[src/rtl/rvscc_ctrl_pkg.sv]
// rtl/rvscc_ctrl_pkg.sv - shared opcodes, encodings and control bundle for the control path
package rvscc_ctrl_pkg;

    // Major opcodes understood by the decoder
    localparam logic [6:0] OP_R      = 7'b0110011;
    localparam logic [6:0] OP_IMM    = 7'b0010011;
    localparam logic [6:0] OP_LOAD   = 7'b0000011;
    localparam logic [6:0] OP_STORE  = 7'b0100011;
    localparam logic [6:0] OP_BRANCH = 7'b1100011;
    localparam logic [6:0] OP_JAL    = 7'b1101111;
    localparam logic [6:0] OP_LUI    = 7'b0110111;

    localparam logic [6:0] F7_MULDIV = 7'b0000001;

    // ALU operation encoding; M-ops occupy 8..15 as 8 + funct3
    localparam int         ALU_W   = 4;
    localparam logic [3:0] ALU_ADD = 4'd0;
    localparam logic [3:0] ALU_SUB = 4'd1;
    localparam logic [3:0] ALU_AND = 4'd2;
    localparam logic [3:0] ALU_OR  = 4'd3;
    localparam logic [3:0] ALU_XOR = 4'd4;
    localparam logic [3:0] ALU_SLT = 4'd5;

    // Result source encoding
    localparam logic [1:0] RES_ALU = 2'd0;
    localparam logic [1:0] RES_MEM = 2'd1;
    localparam logic [1:0] RES_PC4 = 2'd2;

    // Immediate formats; J and U share a code, the extender tells them apart by opcode
    localparam logic [1:0] IMM_I  = 2'd0;
    localparam logic [1:0] IMM_S  = 2'd1;
    localparam logic [1:0] IMM_B  = 2'd2;
    localparam logic [1:0] IMM_JU = 2'd3;

    typedef struct packed {
        logic             reg_write;
        logic [1:0]       result_src;
        logic             mem_write;
        logic             jump;
        logic             branch;
        logic             branch_neg;
        logic [ALU_W-1:0] alu_ctrl;
        logic             alu_src;
        logic             m_op;
        logic             illegal;
    } ctrl_t;

    localparam ctrl_t BUBBLE = '0;

    // Base-ISA ALU op from funct3; sub selects SUB for funct3 000 (R-type only)
    function automatic logic [ALU_W-1:0] alu_from_funct3(input logic [2:0] funct3, input logic sub);
        case (funct3)
            3'b000:  alu_from_funct3 = sub ? ALU_SUB : ALU_ADD;
            3'b010:  alu_from_funct3 = ALU_SLT;
            3'b100:  alu_from_funct3 = ALU_XOR;
            3'b110:  alu_from_funct3 = ALU_OR;
            3'b111:  alu_from_funct3 = ALU_AND;
            default: alu_from_funct3 = ALU_ADD;
        endcase
    endfunction

endpackage

[src/rtl/ctrl_decoder.sv]
// rtl/ctrl_decoder.sv - combinational D-stage instruction decoder
//
// Ports:
//   opcode_i, funct3_i, funct7_i  instruction fields in D
//   ctrl_o                        decoded control bundle (BUBBLE with illegal=1 if unknown)
//   imm_src_o                     immediate format for the D-stage extender
module ctrl_decoder
    import rvscc_ctrl_pkg::*;
#(
    parameter bit EN_M = 1'b1
) (
    input  logic [6:0] opcode_i,
    input  logic [2:0] funct3_i,
    input  logic [6:0] funct7_i,
    output ctrl_t      ctrl_o,
    output logic [1:0] imm_src_o
);

    always_comb begin
        ctrl_o    = BUBBLE;
        imm_src_o = IMM_I;
        case (opcode_i)
            OP_R: begin
                if (funct7_i == F7_MULDIV) begin
                    if (EN_M) begin
                        ctrl_o.reg_write = 1'b1;
                        ctrl_o.alu_ctrl  = {1'b1, funct3_i};
                        ctrl_o.m_op      = 1'b1;
                    end else begin
                        ctrl_o.illegal = 1'b1;
                    end
                end else begin
                    ctrl_o.reg_write = 1'b1;
                    ctrl_o.alu_ctrl  = alu_from_funct3(funct3_i, funct7_i[5]);
                end
            end
            OP_IMM: begin
                ctrl_o.reg_write = 1'b1;
                ctrl_o.alu_src   = 1'b1;
                ctrl_o.alu_ctrl  = alu_from_funct3(funct3_i, 1'b0);
                imm_src_o        = IMM_I;
            end
            OP_LOAD: begin
                ctrl_o.reg_write  = 1'b1;
                ctrl_o.alu_src    = 1'b1;
                ctrl_o.result_src = RES_MEM;
                imm_src_o         = IMM_I;
            end
            OP_STORE: begin
                ctrl_o.mem_write = 1'b1;
                ctrl_o.alu_src   = 1'b1;
                imm_src_o        = IMM_S;
            end
            OP_BRANCH: begin
                ctrl_o.branch     = 1'b1;
                ctrl_o.branch_neg = funct3_i[0];
                ctrl_o.alu_ctrl   = ALU_SUB;
                imm_src_o         = IMM_B;
            end
            OP_JAL: begin
                ctrl_o.jump       = 1'b1;
                ctrl_o.reg_write  = 1'b1;
                ctrl_o.result_src = RES_PC4;
                imm_src_o         = IMM_JU;
            end
            OP_LUI: begin
                ctrl_o.reg_write = 1'b1;
                ctrl_o.alu_src   = 1'b1;
                imm_src_o        = IMM_JU;
            end
            default: begin
                ctrl_o.illegal = 1'b1;
            end
        endcase
    end

endmodule

[src/rtl/pipelined_ctrl_path.sv]
// rtl/pipelined_ctrl_path.sv - D/E/M/W control pipeline with multi-cycle M-op hold
//
// Ports:
//   clk, rst                        clock, asynchronous active-high reset
//   opcode_d, funct3_d, funct7_d    instruction fields in D
//   stall_d, flush_e                hazard-unit controls (bubble into E / kill E)
//   zero_e                          ALU zero flag for the instruction in E
//   imm_src_d                       D-stage immediate format (combinational)
//   alu_ctrl_e, alu_src_e,
//   result_src_e                    E-stage controls
//   pc_src_e                        taken branch or jump in E
//   busy_e                          M-op still occupying E
//   mem_write_m, reg_write_m        M-stage controls
//   reg_write_w, result_src_w,
//   illegal_w                       W-stage controls
module pipelined_ctrl_path
    import rvscc_ctrl_pkg::*;
#(
    parameter bit EN_M        = 1'b1,
    parameter int MUL_LATENCY = 4,
    parameter int ALU_CTRL_W  = 4
) (
    input  logic                  clk,
    input  logic                  rst,
    input  logic [6:0]            opcode_d,
    input  logic [2:0]            funct3_d,
    input  logic [6:0]            funct7_d,
    input  logic                  stall_d,
    input  logic                  flush_e,
    input  logic                  zero_e,
    output logic [1:0]            imm_src_d,
    output logic [ALU_CTRL_W-1:0] alu_ctrl_e,
    output logic                  alu_src_e,
    output logic [1:0]            result_src_e,
    output logic                  pc_src_e,
    output logic                  busy_e,
    output logic                  mem_write_m,
    output logic                  reg_write_m,
    output logic                  reg_write_w,
    output logic [1:0]            result_src_w,
    output logic                  illegal_w
);

    // Counter counts the remaining extra E cycles of an M-op
    localparam logic [3:0] CNT_LOAD = 4'(MUL_LATENCY - 1);

    ctrl_t      dec_ctrl;
    ctrl_t      e_q, e_d;
    ctrl_t      m_q, m_d;
    ctrl_t      w_q;
    logic [3:0] cnt_q, cnt_d;
    logic       pc_src;
    logic       busy;

    ctrl_decoder #(
        .EN_M(EN_M)
    ) u_dec (
        .opcode_i (opcode_d),
        .funct3_i (funct3_d),
        .funct7_i (funct7_d),
        .ctrl_o   (dec_ctrl),
        .imm_src_o(imm_src_d)
    );

    assign busy   = (cnt_q != 4'd0);
    assign pc_src = (e_q.branch & (zero_e ^ e_q.branch_neg)) | e_q.jump;

    // A redirect or flush outranks the M-op hold so an aborted multiply frees E at once
    always_comb begin
        e_d   = dec_ctrl;
        cnt_d = 4'd0;
        if (flush_e || pc_src) begin
            e_d = BUBBLE;
        end else if (busy) begin
            e_d   = e_q;
            cnt_d = cnt_q - 4'd1;
        end else if (stall_d) begin
            e_d = BUBBLE;
        end else begin
            e_d   = dec_ctrl;
            cnt_d = dec_ctrl.m_op ? CNT_LOAD : 4'd0;
        end
    end

    // The M-op only leaves E on its final cycle, so M sees it exactly once
    assign m_d = busy ? BUBBLE : e_q;

    always_ff @(posedge clk or posedge rst) begin
        if (rst) begin
            e_q   <= BUBBLE;
            m_q   <= BUBBLE;
            w_q   <= BUBBLE;
            cnt_q <= 4'd0;
        end else begin
            e_q   <= e_d;
            m_q   <= m_d;
            w_q   <= m_q;
            cnt_q <= cnt_d;
        end
    end

    assign alu_ctrl_e   = ALU_CTRL_W'(e_q.alu_ctrl);
    assign alu_src_e    = e_q.alu_src;
    assign result_src_e = e_q.result_src;
    assign pc_src_e     = pc_src;
    assign busy_e       = busy;
    assign mem_write_m  = m_q.mem_write;
    assign reg_write_m  = m_q.reg_write;
    assign reg_write_w  = w_q.reg_write;
    assign result_src_w = w_q.result_src;
    assign illegal_w    = w_q.illegal;

    // Full bundles travel through M and W; fields no later stage consumes are collected here
    logic unused_fields;
    assign unused_fields = ^{e_q.m_op, m_q, w_q};

endmodule

[config.mk]
export PLATFORM = sky130hd
export DESIGN_NAME = pipelined_ctrl_path
export DESIGN_NICKNAME = d
export VERILOG_FILES = /design/src/rtl/rvscc_ctrl_pkg.sv /design/src/rtl/ctrl_decoder.sv /design/src/rtl/pipelined_ctrl_path.sv
export SDC_FILE = /design/constraint.sdc
export NUM_CORES = 1
export LEC_CHECK = 0
export CORE_MARGIN = 2
export CORE_UTILIZATION = 51
export CTS_BUF_LIST = sky130_fd_sc_hd__clkbuf_4
export DETAILED_ROUTE_END_ITERATION = 8
export PLACE_DENSITY = 0.86
export SETUP_SLACK_MARGIN = 0.02
export SYNTH_ARGS = -nofsm -noshare
export SYNTH_HDL_FRONTEND = slang
export SYNTH_SLANG_ARGS = --single-unit
[constraint.sdc]
create_clock -name clk -period 3.7 [get_ports clk]
set_clock_uncertainty 0.05 [all_clocks]
set_input_delay 0.555 -clock clk [delete_from_list [all_inputs] [get_ports clk]]
set_output_delay 0.555 -clock clk [all_outputs]
set_load 0.01 [all_outputs]
# Word-level counts from Yosys, hierarchy flattened
# Cells that the tools add are included.
# word_totals
output_inout_bits	17
input_bits	22
elab_cells	65
ff_bits	27
# op_classes
n_addsub	1
mux	23
n_bitwise	3
reduce_logical	7
n_eq_ne	13
# op_table
cell	count
2-to-1 mux 14 bit	4
== test 7 x 6 -> 1 bit (second input constant)	3
one-hot mux 4 bit (5 select lines)	1
== test 7 bit (second input constant)	2
2-to-1 mux 4 bit	3
one-hot mux 3 bit (4 select lines)	1
one-hot mux 4 bit (3 select lines)	1
== test 3 bit (second input constant)	3
2-to-1 mux 2 bit	4
== test 7 x 1 -> 1 bit (second input constant)	1
== test 7 x 2 -> 1 bit (second input constant)	1
== test 7 x 5 -> 1 bit (second input constant)	1
2-to-1 mux 1 bit	6
one-hot mux 2 bit (3 select lines)	1
OR reduction 6 bit	1
OR reduction 5 bit	1
one-hot mux 2 bit (2 select lines)	1
nonzero test 4 bit	1
OR reduction 4 bit	1
subtractor 4 x 1 -> 4 bit (second input constant)	1
== test 3 x 2 -> 1 bit (second input constant)	1
zero test 3 bit	1
!= test 2 x 1 -> 1 bit (second input constant)	1
one-hot mux 1 bit (2 select lines)	1
other kinds (5)	5

# Depth between registers and ports, before layout
# depth
ltp_word	7
mapped_depth	8
depth_no_buf	8

# Cells and area by module
# From an unflattened synthesis, not the netlist that was laid out.
# hier_totals
hier_cells	159
hier_area_um2	1510.2
# by_module_without_submodules
module	seq_area_each_um2	cells_each	area_each_um2	instances
pipelined_ctrl_path	650.6	101	1116.1	1
ctrl_decoder	0.0	58	394.1	1

# Worst setup path before layout
# Ideal clock, no wire load.
# synth_timing
kind	register to register
startpoint	register cnt_q[0]
endpoint	register e_q, in the netlist result_src_e[0]
path_stages_with_launch	9
arrival_ns	2.139
required_ns	3.576
setup_time_ns	0.074
synth_period_minus_slack_ns	2.263
path_slack_ns	1.437
path_buffers	0
path_cell_list	dfrtp_1 inv_1 ha_1 nor3b_4 inv_2 or3_1 or2_0 or4_4 o21ai_2
# synth_via
elab_chain_cells	2
# synth_rtl
element	line	text
start: declaration	pipelined_ctrl_path.sv:51	logic [3:0] cnt_q, cnt_d;
start signal: assignment	pipelined_ctrl_path.sv:98	cnt_q <= cnt_d;
nonzero test 4 bit	pipelined_ctrl_path.sv:65	assign busy = (cnt_q != 4'd0);
named net busy_e	pipelined_ctrl_path.sv:36	output logic busy_e,
!= test 2 x 1 -> 1 bit (no line)	n/a	
end signal: assignment	pipelined_ctrl_path.sv:90	e_q <= BUBBLE;
end signal: assignment	pipelined_ctrl_path.sv:95	e_q <= e_d;
end: declaration	pipelined_ctrl_path.sv:48	ctrl_t e_q, e_d;
# The timed path passes the listed nets, and every way through them passes these cells.
# A chain may end at the register's enable or synchronous reset.

# Final worst setup path
# layout_timing
startpoint	input opcode_d[2]
endpoint	output imm_src_d[1]
# layout_via
elab_chain_cells	3
word_cells_on_any_way	6
cone_classes	eq/ne (4); mux (1); reduce/logical (1)
# layout_rtl
element	line	text
start: declaration	pipelined_ctrl_path.sv:25	input logic [6:0] opcode_d,
== test 7 bit or == test 7 x 6 -> 1 bit (tied branches)	ctrl_decoder.sv:22	case (opcode_i)
OR reduction 2 bit (no line)	n/a	
one-hot mux 2 bit (3 select lines) *	ctrl_decoder.sv:22	
end: declaration	pipelined_ctrl_path.sv:31	output logic [1:0] imm_src_d,
# Every way passes the cells marked *; elsewhere a longest branch is shown, timed or not.

==> summary.md <==
| Metric | Value |
|---|---|
| Via count | roughly 1.1k |
| Synth cell types | 35 |
| Cell count after synthesis | roughly 130 |
| CTS Hold Bufs | 0 |
| CP required | 3090 ps |
| Primary FF master, synth | dfrtp_1 |
| WL per Instance | between 10 and 15 µm |
| #FFs+latches synth | 26 |
| Ys async rst share | 1.000 |
| CP Launch Type | primary input |
| H-tree Lvls | 1 |
| Crit end category | output port |
| Total Wirelength | 2.458 mm |
| Comb pwr share | 0.330 |
| Largest stage delay, worst path | 560 ps |
| Initial core utilization | 0.5275 |
| Die area | around 2900 µm² |
| CTS tree | done |
| Reg clk slew, reported paths | about 130 ps |
| Number of synthesized flops with an enable pin | 0 |
| Tot Pwr | roughly 0.67 mW |
| RSZ-0062 raised after global routing | no |
| P_int | around 0.45 mW |
| Sequential area share after synthesis | 0.5118 |
| Hpwl dp | a little under 2 mm |
| Synth top area share | 0.5118 |
| Max clock buf depth | 2 |
| Final #Nets | roughly 190 |
| Synth warnings | 0 |
| 1st-pass router iterations | 4 |
| DIE HEIGHT | 53.93 µm |
| Total GRT Usage | 0.1954 |
| First-pass GRT wire length | between 4 and 5 mm |
| Flop pwr share | 0.491 |
| Antenna viol nets, final | 0 |
| Mapped cell area | 1271 µm² |
| Worst setup margin | between 500 and 600 ps |
| Commonest cells after routing, fill and taps aside | clkdlybuf4s50_1, dfrtp_1, nand2_1 |
| Row cnt | 18 |
| Post-route DRC | 0 |
| Post CTS Setup Buffer Count | 0 |
| Crit-path cells | clkdlybuf4s50_1 -> or3b_2 -> a21o_1 -> a21oi_1 -> clkdlybuf4s50_1 |
| Io pins | 39 |
| Fin crit share | 0.8482 |
| Chip Width | ~54 µm |
| DR iter-0 viols | 14 |
| CTS sink cnt | 26 |
| Max-slew headroom | 0.3809 |
| Post-cts resize count | 0 |
| Crit path top cell by count | clkdlybuf4s50_1 |
| Post-Place Worst Slack | between 500 and 600 ps |
| Hold WC Path Type | register to register |
| Switch share | 0.3244 |
| Worst hold slack | roughly 310 ps |
| Synth top area cells | dfrtp_1, buf_4, nand2_1 |
| Initial antenna violation count | 0 |
| Tmin final | approximately 3100 ps |
| CP Max Fanout | 8 |
| Area growth syn-to-layout | 30.81% |
| Largest net degree at the start of global routing | 27 |
| Max_cap viols | 0 |
| # setup viols final | 0 |
| Commonest non-fill, non-tap cell in the layout | clkdlybuf4s50_1 |
| Fin. max-slew vios | 0 |
| CP max stage cell | clkdlybuf4s50_1 |
| Hold Violations, Final | 0 |
| Arr. time, crit path | ~2500 ps |
| Clock Tree Root | clkbuf_4 |
| N_diodes | 0 |
| Vias in the first global route | between 1k and 1.5k |
| Syn_nets | roughly 150 |
| Number of CTS-inserted buffers | 3 |
| # port buffers | 38 |
| Total grt overflow | 0 |
| Vias per cell | 5.550 |
| Routability cong. | between 0.8 and 0.9 |
| Pleak | 0.7465 nW |
| Peak Freq | approximately 320 MHz |
| Clk_lat worst skew | between 300 and 400 ps |
| Maximum VDD drop | approximately 340 µV |
| Layout cell share with drive strength beyond 1 | 0.05590 |
| Setup TNS | 0 ps |
| Actual slew at the worst max-slew pin | 927.6 ps |
| Status | completed |
| Kind of critical path | primary input to output port |
| Clock power frac | 0.179 |
| Leading area contributor after synthesis | dfrtp_1 |
| PwrDens | 403.9 nW/µm² |
| Switching power | 0.2179 mW |
| Core area | ~2400 µm² |
| Avg Inst Size Synth | approximately 10 µm² |
-- worst paths after layout --
kind / to / startpoint / depth (start not counted) / slack, ps
setup / recovery: imm_src_d[1] / opcode_d[2] / 5 / 560
hold / removal: result_src_w[0] / m_q[11] / 0 / 310
setup reg to reg: result_src_e[0] / cnt_q[0] / 8 / 1180
hold reg to reg: result_src_w[0] / m_q[11] / 0 / 310
max in group asynchronous: result_src_w[1] / rst / 2 / 2360
min in group asynchronous: reg_write_m / rst / 2 / 680
-- power groups by stage --
| stage | registers [mW] | logic (mW) | clock network [mW] |
|---|---|---|---|
| final | 0.330 | 0.222 | 0.120 |
| after global routing | 0.334 | 0.245 | 0.132 |
| after CTS | 0.329 | 0.220 | 0.124 |
| after detailed placement | 0.335 | 0.221 | 0 |
| after global placement | 0.333 | 0.213 | 0 |
| after floorplan | 0.333 | 0.141 | 0 |
-- kinds of logic after synthesis --
logic type,Yosys count,share of synthesized area
AND/OR/NAND/NOR,53,0.2313
flip-flops,26,0.5118
adder cells (fa/ha/maj),2,0.01968
AO/OA/AOI/OAI,27,0.1437
buffers and inverters,14,0.05905
XOR/XNOR,5,0.03446
-- synth_stat cells, types with 2 or more instances --
| library cell | n |
|---|---|
| nor3_1 | 5 |
| nand2_1 | 11 |
| a21o_1 | 4 |
| ha_1 | 2 |
| nor4_1 | 2 |
| nand2b_1 | 2 |
| nor2_1 | 10 |
| o21ai_2 | 2 |
| xor2_1 | 2 |
| a22o_1 | 4 |
| or4_1 | 3 |
| nand4_1 | 2 |
| and2_1 | 5 |
| a21oi_1 | 8 |
| dfrtp_1 | 26 |
| clkbuf_1 | 2 |
| inv_1 | 5 |
| buf_4 | 6 |
| xnor2_1 | 3 |
| or3_1 | 3 |
| o21ai_0 | 4 |
| nand3_1 | 3 |
-- cell type report --
| cell class | count | area [µm²] |
|---|---|---|
| multi-input cells | 87 | 545.5 |
| flip-flops and latches | 26 | 650.6 |
| repair buffers | 38 | 380.4 |
| well taps | 30 | 37.54 |
| fillers | 193 | 747.0 |
| clock inverters | 1 | 3.754 |
| inverters | 6 | 22.52 |
| clock buffers | 3 | 22.52 |
-- flip-flops by register name, indices dropped and copies added, names as in the netlist --
signal / cells
e_q: 6
alu_ctrl_e: 4
cnt_q: 4
m_q: 3
result_src_e: 2
result_src_w: 2
alu_src_e: 1
illegal_w: 1
mem_write_m: 1
reg_write_m: 1
reg_write_w: 1
-- metrics by stage --
| stage | cell area, µm² | instances | util |
|---|---|---|---|
| 3_5_place_dp | 1637 | 187 | 0.6791 |
| 2_1_floorplan | 1271 | 127 | - |
| 3_3_place_gp | 1637 | 187 | 0.6791 |
| 6_report | 1663 | 191 | 0.6900 |
| 5_1_grt | 1663 | 191 | 0.6900 |
| 4_1_cts | 1663 | 191 | 0.6900 |
-- critical path, delay by kind of cell --
family                 cells  cell delay (ps)
buffers and inverters      2             1120
AO/OA/AOI/OAI              2              340
AND/OR/NAND/NOR            1              510
-- routing by layer --
metal	GRT usage	up-vias	part of all wire
met3	0.03889	7	0.063
met1	0.2336	494	0.43
met5	0	-	0
li1	-	510	-
met4	0.09829	0	0.025
met2	0.3313	49	0.48
Note: power is estimated with default switching activity, not from simulation.
